$ cat src/rtl/ps2_pkg.sv
// Shared types and constants for the PS/2 device-side transmitter.
package ps2_pkg;

    typedef enum logic [1:0] {
        IDLE  = 2'd0,
        LOAD  = 2'd1,
        SHIFT = 2'd2,
        GAP   = 2'd3
    } ps2_state_e;

    localparam int   PS2_FRAME_BITS = 11;
    localparam logic PS2_START_BIT  = 1'b0;
    localparam logic PS2_STOP_BIT   = 1'b1;

    // Parity bit that makes the count of ones in data+parity odd.
    function automatic logic odd_parity(input logic [7:0] d);
        return ~(^d);
    endfunction

endpackage

$ cat src/rtl/ps2_tx_fifo.sv
// Byte FIFO in front of the PS/2 serialiser; async active-high reset, power-of-2 depth.
module ps2_tx_fifo #(
    parameter int DEPTH = 4,
    parameter int W     = 8
) (
    input  logic         clk,
    input  logic         rst,
    input  logic         push_i,
    input  logic         pop_i,
    input  logic [W-1:0] din_i,
    output logic [W-1:0] dout_o,
    output logic         full_o,
    output logic         empty_o
);

    localparam int AW = $clog2(DEPTH);

    logic [W-1:0]  mem_q [DEPTH];
    logic [AW-1:0] wr_ptr_q, rd_ptr_q;
    logic [AW:0]   count_q, count_d;
    logic          do_push, do_pop;

    assign full_o  = (count_q == (AW+1)'(DEPTH));
    assign empty_o = (count_q == '0);
    assign dout_o  = mem_q[rd_ptr_q];

    assign do_push = push_i && !full_o;
    assign do_pop  = pop_i && !empty_o;

    always_comb begin
        count_d = count_q;
        if (do_push && !do_pop) begin
            count_d = count_q + (AW+1)'(1);
        end else if (do_pop && !do_push) begin
            count_d = count_q - (AW+1)'(1);
        end
    end

    // Pointers wrap naturally because DEPTH is a power of two.
    always_ff @(posedge clk or posedge rst) begin
        if (rst) begin
            wr_ptr_q <= '0;
            rd_ptr_q <= '0;
            count_q  <= '0;
        end else begin
            count_q <= count_d;
            if (do_push) wr_ptr_q <= wr_ptr_q + AW'(1);
            if (do_pop)  rd_ptr_q <= rd_ptr_q + AW'(1);
        end
    end

    always_ff @(posedge clk) begin
        if (do_push) mem_q[wr_ptr_q] <= din_i;
    end

endmodule

$ cat src/rtl/ps2_kbd_tx.sv
// PS/2 device-to-host frame transmitter fed by a byte FIFO.
// Optional PS2_TX_PARITY_ERR_EN adds err_inject to corrupt one frame's parity.
module ps2_kbd_tx
    import ps2_pkg::*;
#(
    parameter int CLK_DIV    = 8,
    parameter int GAP_CYCLES = 32,
    parameter int FIFO_DEPTH = 4
) (
    input  logic       clk,
    input  logic       rst,
    input  logic [7:0] in_data,
    input  logic       in_valid,
    output logic       in_ready,
    input  logic       host_inhibit,
`ifdef PS2_TX_PARITY_ERR_EN
    input  logic       err_inject,
`endif
    output logic       ps2_clk,
    output logic       ps2_data,
    output logic       busy,
    output logic       frame_done
);

    localparam int         CNT_W    = $clog2(CLK_DIV);
    localparam int         GAP_W    = $clog2(GAP_CYCLES + 1);
    localparam logic [3:0] STOP_IDX = 4'(PS2_FRAME_BITS - 1);

    ps2_state_e       state_q;
    logic [CNT_W-1:0] phase_cnt_q;
    logic             phase_hi_q;
    logic [3:0]       bit_q;
    logic [9:0]       sr_q;
    logic [GAP_W-1:0] gap_q;
    logic             ps2_clk_q, ps2_data_q, frame_done_q;

    logic       fifo_full, fifo_empty, fifo_pop;
    logic [7:0] fifo_dout;
    logic       phase_end, par;

    ps2_tx_fifo #(
        .DEPTH (FIFO_DEPTH),
        .W     (8)
    ) u_fifo (
        .clk     (clk),
        .rst     (rst),
        .push_i  (in_valid && !fifo_full),
        .pop_i   (fifo_pop),
        .din_i   (in_data),
        .dout_o  (fifo_dout),
        .full_o  (fifo_full),
        .empty_o (fifo_empty)
    );

`ifdef PS2_TX_PARITY_ERR_EN
    assign par = odd_parity(fifo_dout) ^ err_inject;
`else
    assign par = odd_parity(fifo_dout);
`endif

    assign phase_end = (phase_cnt_q == CNT_W'(CLK_DIV - 1));

    // The head byte leaves the FIFO only once its stop bit has fully gone out,
    // so an aborted frame is retransmitted from the same entry.
    assign fifo_pop = (state_q == SHIFT) && !(host_inhibit && bit_q < STOP_IDX) &&
                      phase_end && !phase_hi_q && (bit_q == STOP_IDX);

    assign in_ready   = !fifo_full;
    assign ps2_clk    = ps2_clk_q;
    assign ps2_data   = ps2_data_q;
    assign frame_done = frame_done_q;
    assign busy       = (state_q != IDLE);

    always_ff @(posedge clk or posedge rst) begin
        if (rst) begin
            state_q      <= IDLE;
            phase_cnt_q  <= '0;
            phase_hi_q   <= 1'b1;
            bit_q        <= '0;
            sr_q         <= '1;
            gap_q        <= '0;
            ps2_clk_q    <= 1'b1;
            ps2_data_q   <= 1'b1;
            frame_done_q <= 1'b0;
        end else begin
            frame_done_q <= 1'b0;
            case (state_q)
                IDLE: begin
                    if (!fifo_empty && !host_inhibit) state_q <= LOAD;
                end
                LOAD: begin
                    sr_q        <= {PS2_STOP_BIT, par, fifo_dout};
                    ps2_data_q  <= PS2_START_BIT;
                    ps2_clk_q   <= 1'b1;
                    phase_cnt_q <= '0;
                    phase_hi_q  <= 1'b1;
                    bit_q       <= '0;
                    state_q     <= SHIFT;
                end
                SHIFT: begin
                    if (host_inhibit && bit_q < STOP_IDX) begin
                        ps2_clk_q  <= 1'b1;
                        ps2_data_q <= 1'b1;
                        gap_q      <= '0;
                        state_q    <= GAP;
                    end else if (!phase_end) begin
                        phase_cnt_q <= phase_cnt_q + CNT_W'(1);
                    end else begin
                        phase_cnt_q <= '0;
                        if (phase_hi_q) begin
                            ps2_clk_q  <= 1'b0;
                            phase_hi_q <= 1'b0;
                        end else if (bit_q == STOP_IDX) begin
                            ps2_clk_q    <= 1'b1;
                            ps2_data_q   <= 1'b1;
                            frame_done_q <= 1'b1;
                            gap_q        <= '0;
                            state_q      <= GAP;
                        end else begin
                            // Data only moves at the start of a high phase.
                            ps2_clk_q  <= 1'b1;
                            ps2_data_q <= sr_q[0];
                            sr_q       <= {1'b1, sr_q[9:1]};
                            bit_q      <= bit_q + 4'd1;
                            phase_hi_q <= 1'b1;
                        end
                    end
                end
                GAP: begin
                    if (gap_q == GAP_W'(GAP_CYCLES - 1)) begin
                        state_q <= IDLE;
                    end else begin
                        gap_q <= gap_q + GAP_W'(1);
                    end
                end
                default: state_q <= IDLE;
            endcase
        end
    end

endmodule

$ cat config.mk
export PLATFORM = sky130hd
export DESIGN_NAME = ps2_kbd_tx
export DESIGN_NICKNAME = d
export VERILOG_FILES = /design/src/rtl/ps2_pkg.sv /design/src/rtl/ps2_tx_fifo.sv /design/src/rtl/ps2_kbd_tx.sv
export SDC_FILE = /design/constraint.sdc
export NUM_CORES = 1
export LEC_CHECK = 0
export CAP_MARGIN = 0
export CORE_ASPECT_RATIO = 1.4
export CORE_UTILIZATION = 40
export DETAILED_ROUTE_END_ITERATION = 12
export GPL_TIMING_DRIVEN = 0
export PLACE_DENSITY = 0.64
export SLEW_MARGIN = 0
export SYNTH_ARGS = -nofsm -noshare
export SYNTH_HDL_FRONTEND = slang
export SYNTH_SLANG_ARGS = --single-unit
$ cat constraint.sdc
create_clock -name clk -period 2.54 [get_ports clk]
set_input_delay 0.381 -clock clk [delete_from_list [all_inputs] [get_ports clk]]
set_output_delay 0.381 -clock clk [all_outputs]
set_load 0.005 [all_outputs]
## After elaboration in Yosys (flattened, before gate mapping)

Memories as Yosys holds them, arrays and structs flattened.
Cells that the tools add are included.

- Bits in registers: 36
- Bits in writable memories: 32
- Input bits: 12
- Output and inout bits: 5
- Word-level logic and storage cells: 120
- Memories kept: 1

Memories:

| name | depth | bits a word | read ports | clocked after memory_dff | wr ports | line | RTL |
|---|---|---|---|---|---|---|---|
| u_fifo.mem_q | 4 | 8 | 1 | 0 | 1 | ps2_tx_fifo.sv:18 | `logic [W-1:0] mem_q [DEPTH];` |

- Add/subtract/negate cells: 7
- $lt $le $gt $ge: 1
- Eq/ne operators: 17
- Multiplexer cells: 49
- Bitwise logic cells: 1
- Reductions and logical operators: 32

Operator list:

| kind | count |
|---|---|
| 10-bit two-way mux | 4 |
| 6-bit two-way mux | 5 |
| 10-bit case mux with 2 select lines | 1 |
| 1-bit two-way mux | 18 |
| 4-bit two-way mux | 4 |
| 5-bit AND reduction | 3 |
| 2-bit != test, second input constant | 7 |
| 2-bit two-way mux | 6 |
| 3-bit two-way mux | 4 |
| 6-bit case mux with 2 select lines | 1 |
| 1-bit logical AND | 11 |
| 2-bit case mux with 4 select lines | 1 |
| 4-bit case mux with 2 select lines | 1 |
| 2-bit nonzero test | 4 |
| 8-bit XOR reduction | 1 |
| 1-bit zero test | 7 |
| 3-bit by 1-bit adder with 3-bit output, second input constant | 2 |
| 6-bit by 1-bit adder with 6-bit output, second input constant | 1 |
| 3-bit equality test, second input constant | 2 |
| 6-bit by 5-bit equality test with 1-bit output, second input constant | 1 |
| 3-bit by 2-bit != test with 1-bit output, second input constant | 2 |
| 1-bit case mux with 2 select lines | 3 |
| 3-bit case mux with 2 select lines | 1 |
| 3-bit AND reduction | 2 |
| 12 further kinds | 15 |

## Logic depth before layout (Yosys ltp)

- Depth after elaboration: 11
- Mapped depth: 12

## By module

From an unflattened synthesis, not the netlist that was laid out.

- Cell total of the unflattened synthesis: 239
- Area total of the unflattened synthesis: 3345.7 um2

By module, submodules not included:

| module | instances | cells an instance | area each (um2) |
|---|---|---|---|
| ps2_kbd_tx | 1 | 161 | 1752.9 |
| ps2_tx_fifo | 1 | 78 | 1592.8 |

## Worst setup path after synthesis

Ideal clock, no wire load.

- Path type: register to register
- From: register state_q[0]
- To: register u_fifo.count_q[1]
- Library setup time: 0.125 ns
- Arrival time: 2.495 ns
- Setup slack: -0.079 ns
- Cell stages (with the launch flop): 11
- Clock period less this slack: 2.619 ns
- Cell sequence: dfrtp_1 > inv_1 > ha_1 > buf_2 > inv_2 > a21o_1 > or3_2 > ha_1 > inv_1 > fa_1 > mux2_2

- Longest elaborated chain between the ends: 9
- Elaborated cells on any way between the ends: 11
- Those cells by class: eq/ne: 1; mux: 1; reduce/logical: 9

RTL lines:

| element | line | RTL |
|---|---|---|
| start, declared | ps2_kbd_tx.sv:29 | `ps2_state_e state_q;` |
| start signal, assigned | ps2_kbd_tx.sv:76 | `state_q <= IDLE;` |
| start signal, assigned | ps2_kbd_tx.sv:89 | `if (!fifo_empty && !host_inhibit) state_q <= LOAD;` |
| start signal, assigned | ps2_kbd_tx.sv:98 | `state_q <= SHIFT;` |
| 2-bit equality test | ps2_kbd_tx.sv:65 | `assign fifo_pop = (state_q == SHIFT) && !(host_inhibit && bit_q < STOP_IDX) &&` |
| 1-bit logical AND (2 in a row) | ps2_kbd_tx.sv:65 |  |
| 1-bit logical AND (2 in a row) | ps2_kbd_tx.sv:66 | `phase_end && !phase_hi_q && (bit_q == STOP_IDX);` |
| 1-bit logical AND | ps2_tx_fifo.sv:28 | `assign do_pop = pop_i && !empty_o;` |
| 1-bit zero test | ps2_tx_fifo.sv:32 | `if (do_push && !do_pop) begin` |
| 1-bit logical AND | ps2_tx_fifo.sv:32 |  |
| 3-bit two-way mux | ps2_tx_fifo.sv:32 |  |
| named net u_fifo.count_d[1] | ps2_tx_fifo.sv:20 | `logic [AW:0] count_q, count_d;` |
| end signal, assigned | ps2_tx_fifo.sv:46 | `count_q <= count_d;` |
| end, declared | ps2_tx_fifo.sv:20 |  |

The timed path passes the listed nets, and every way through them passes these cells.
A chain may end at the register's enable or synchronous reset.

## Final worst setup path

Same ends and word-level chain as after synthesis.

==> flow_metrics.env <==
export IMPL_num_nets_final=303
export IMPL_vias_per_cell=5.132
export IMPL_int_power_w=0.002664
export IMPL_final_setup_viol_count=0
export IMPL_synth_edff_count=32
export IMPL_detail_route_iter0_violations=83
export IMPL_async_sr_flop_fraction_pct=52.24
export IMPL_cp_data_arrival_time_ns=2.68
export IMPL_synthesis_nets=269
export IMPL_synthToLayoutAreaGrowth_pct=19.70
export IMPL_die_w_um=76.93
export IMPL_clock_insertion_delay_worst_skew_ns=0.35
export IMPL_die_area_mm2=0.008224
export IMPL_starting_density_of_the_core_pct=41.93
export IMPL_post_route_cells_drive_above_1_share_pct=22.42
export IMPL_post_dp_hpwl_um=3796
export IMPL_max_slew_margin_rel_pct=53.94
export IMPL_worstSetupPathType="reg2reg"
export IMPL_die_height_um=106.9
export IMPL_grt_pass1_wl_um=9308
export IMPL_drc_violations_left=0
export IMPL_post_cts_hold_buffer_count=0
export IMPL_routed_via_count=1940
export IMPL_final_instance_count_excl_fill=378
export IMPL_core_region_area_mm2=0.007500
export IMPL_cts_path_max_buffers=2
export IMPL_critical_path_end_type="flip-flop"
export IMPL_antenna_diode_count=0
export IMPL_gpl_final_weighted_congestion=0.7134
export IMPL_ant_nets=0
export IMPL_post_route_worst_setup_slack_ns=0.08614
export IMPL_fmax_mhz=407.5
export IMPL_tns_setup_ns=0
export IMPL_critical_path_startpoint_type="flip-flop"
export IMPL_number_of_primary_i_o_pins=17
export IMPL_switching_share_pct=33.12
export IMPL_dpl_cells=356
export IMPL_syn_area_mm2=0.003144
export IMPL_grt_max_degree=21
export IMPL_routed_wl_um=5504
export IMPL_cts_root_buf="sky130_fd_sc_hd__clkbuf_8"
export IMPL_power_sequential_fraction_pct=41.1
export IMPL_grtUsageMet1_pct=17.56
export IMPL_clock_tree_from_tritoncts="yes"
export IMPL_layout_worst_path_cycle_share_pct=96.61
export IMPL_place_port_buffers=16
export IMPL_clk_pin_slew_ns=0.08
export IMPL_gr_total_overflow=0
export IMPL_yosys_warns=0
export IMPL_grt_use_met2_pct=25.45
export IMPL_yosysSeqAreaShare_pct=58.89
export IMPL_grt_antenna_before_repair=0
export IMPL_worst_slew_pin_transition_ns=0.6901
export IMPL_met3_track_demand_over_resource_pct=3.574
export IMPL_tritoncts_num_buffers=9
export IMPL_maxCapViolations=0
export IMPL_ys_seq_elements=67
export IMPL_p_switching_w=0.001320
export IMPL_cp_data_required_time_ns=2.77
export IMPL_finalHoldViolCount=0
export IMPL_placement_rows=37
export IMPL_clk_sink_count=67
export IMPL_power_share_clock_pct=24.4
export IMPL_timing_hold_worst_class="in2async"
export IMPL_timing_final_crit_period_ns=2.454
export IMPL_timing_max_transition_violations_final=0
export IMPL_grt_pass1_vias=1913
export IMPL_detail_route_first_pass_iterations=4
export IMPL_grt_usage_pct=15.28
export IMPL_fin_skew_ns=0.008495
export IMPL_final_power_w=0.003984
export IMPL_status="finished, final reports clean"
export IMPL_synth_distinct_cells=46
export IMPL_power_density_mw_per_mm2=1059
export IMPL_post_synth_inst_count=242
export IMPL_max_vdd_ir_drop_uv=432.8
export IMPL_power_frac_comb_pct=34.5
export IMPL_route_detailed_wl_per_inst_um=14.56
export IMPL_dp_slack_ns=-0.2764
export IMPL_hold_ws_ns=0.4340
export IMPL_h_tree_depth=3
export IMPL_power_leakage_nw=1.494
export IMPL_crit_fanout=9
export IMPL_yosys_most_used_dff="sky130_fd_sc_hd__edfxtp_1"
export IMPL_rsz0062_at_grt="false"
export IMPL_avgSynthCellArea_um2=12.99
export IMPL_globalRoute_busiestLayer="met2"
## power by group through the flow
stage	clock (W)	combinational (W)	sequential, W
6_report	0.000973	0.00138	0.00164
3_5_place_dp	0	0.00130	0.00166
2_1_floorplan	0	0.000972	0.00162
4_1_cts	0.00101	0.00135	0.00164
5_1_grt	0.00105	0.00156	0.00167
3_3_place_gp	0	0.00125	0.00165
## final cells by class
type,instances,area [µm²]
buffer,8,56.30
clock buffer,10,127.6
clock inverter,6,91.34
fill,690,3736
inverter,13,51.30
multi-input combinational,154,1231
sequential,67,1852
tap,97,121.4
timing repair buffer,23,232.7
## per-layer routing
metal  up-vias  wire length, µm
met5         -                0
met4         0              146
met3        11              149
met1       955             2350
li1        949                -
met2        25             2857
## per-stage QoR
step / utilization, % / cell area, µm²
finish: 50.18 / 3764
global route: 50.18 / 3764
CTS: 49.52 / 3714
detailed placement: 46.15 / 3461
global placement: 45.78 / 3433
floorplan: - / 3152
## placed cells by master, fill, tap and decap left out, types with 3 or more instances in the layout
master | Yosys | layout
sky130_fd_sc_hd__a21oi_1 | 7 | 7
sky130_fd_sc_hd__and3_1 | 4 | 4
sky130_fd_sc_hd__buf_4 | 0 | 6
sky130_fd_sc_hd__buf_6 | 2 | 3
sky130_fd_sc_hd__clkbuf_8 | 0 | 9
sky130_fd_sc_hd__clkdlybuf4s50_1 | 0 | 16
sky130_fd_sc_hd__clkinv_4 | 0 | 3
sky130_fd_sc_hd__dfrtp_1 | 23 | 23
sky130_fd_sc_hd__dfstp_2 | 12 | 12
sky130_fd_sc_hd__edfxtp_1 | 32 | 32
sky130_fd_sc_hd__ha_1 | 14 | 12
sky130_fd_sc_hd__inv_1 | 12 | 11
sky130_fd_sc_hd__mux2i_1 | 8 | 8
sky130_fd_sc_hd__mux4_2 | 8 | 8
sky130_fd_sc_hd__nand2_1 | 26 | 26
sky130_fd_sc_hd__nand2b_1 | 3 | 3
sky130_fd_sc_hd__nand3_1 | 11 | 11
sky130_fd_sc_hd__nor2_1 | 4 | 4
sky130_fd_sc_hd__nor3_1 | 3 | 3
sky130_fd_sc_hd__o21ai_0 | 22 | 22
sky130_fd_sc_hd__o31ai_1 | 4 | 4
sky130_fd_sc_hd__xnor2_1 | 10 | 10
sky130_fd_sc_hd__xor2_1 | 3 | 3
## worst max-delay path: stages (launching register included)
cell and delay (ns):
sky130_fd_sc_hd__dfrtp_1 0.40, sky130_fd_sc_hd__inv_2 0.08, sky130_fd_sc_hd__ha_1 0.16, sky130_fd_sc_hd__buf_6 0.12, sky130_fd_sc_hd__inv_4 0.07, sky130_fd_sc_hd__a21o_4 0.22
sky130_fd_sc_hd__or3_4 0.40, sky130_fd_sc_hd__ha_4 0.18, sky130_fd_sc_hd__inv_1 0.06, sky130_fd_sc_hd__fa_1 0.39, sky130_fd_sc_hd__mux2_2 0.26
## registers in the layout (all words and copies together), names as in the netlist, 2 cells and up
signal	count
bit_q	4
u_fifo.count_q	3
phase_cnt_q	3
u_fifo.mem_q	32
state_q	2
sr_q	9
u_fifo.rd_ptr_q	2
gap_q	6
u_fifo.wr_ptr_q	2
## cell usage after synthesis (2+ instances only)
cell type	instances	area [µm²]
sky130_fd_sc_hd__buf_2	3	15.01
sky130_fd_sc_hd__nand2b_1	3	18.77
sky130_fd_sc_hd__mux2_2	2	22.52
sky130_fd_sc_hd__a21o_1	2	15.01
sky130_fd_sc_hd__dfstp_2	12	315.3
sky130_fd_sc_hd__ha_1	14	175.2
sky130_fd_sc_hd__buf_6	2	22.52
sky130_fd_sc_hd__o31ai_1	4	30.03
sky130_fd_sc_hd__nand2_1	26	97.59
sky130_fd_sc_hd__edfxtp_1	32	960.9
sky130_fd_sc_hd__xor2_1	3	26.28
sky130_fd_sc_hd__or3_2	2	15.01
sky130_fd_sc_hd__xnor2_1	10	87.58
sky130_fd_sc_hd__nor3_1	3	15.01
sky130_fd_sc_hd__nand3b_1	2	15.01
sky130_fd_sc_hd__mux4_2	8	180.2
sky130_fd_sc_hd__a32oi_1	2	17.52
sky130_fd_sc_hd__a21oi_1	7	35.03
sky130_fd_sc_hd__mux2i_1	8	80.08
sky130_fd_sc_hd__inv_1	12	45.04
sky130_fd_sc_hd__nor2_1	4	15.01
sky130_fd_sc_hd__nand3_1	11	55.05
sky130_fd_sc_hd__and3_1	4	25.02
sky130_fd_sc_hd__o21ai_0	22	110.1
sky130_fd_sc_hd__dfrtp_1	23	575.6
## cells by family (layout without fill, tap and decap cells)
kind of cell / count (synthesis) / after routing / share of synthesized area [%]
mux: 18 / 18 / 8.993
simple gates: 63 / 63 / 10.11
flops: 67 / 67 / 58.89
buf+inv: 21 / 60 / 3.143
xor+xnor: 13 / 13 / 3.621
compound gates: 45 / 45 / 9.033
fa+ha+maj: 15 / 15 / 6.208
## worst paths after layout
check                            from           endpoint  slack [ns]  cells after the start
max in group asynchronous         rst            sr_q[1]        1.49                      3
min in group clk              sr_q[8]            sr_q[8]        0.47                      2
hold reg to reg               sr_q[8]            sr_q[8]        0.47                      2
hold / removal                    rst           bit_q[2]        0.43                      2
setup / recovery           state_q[0]  u_fifo.count_q[1]        0.09                     10
setup reg to reg           state_q[0]  u_fifo.count_q[1]        0.09                     10
## repair_timing
item | in CTS | in global routing
pin swaps | 0 | 0
buffers inserted | 2 | 4
endpoints found under the setup margin | 2 | 1
gates resized for setup | 7 | 2
Power figures use the tool's default switching activity.
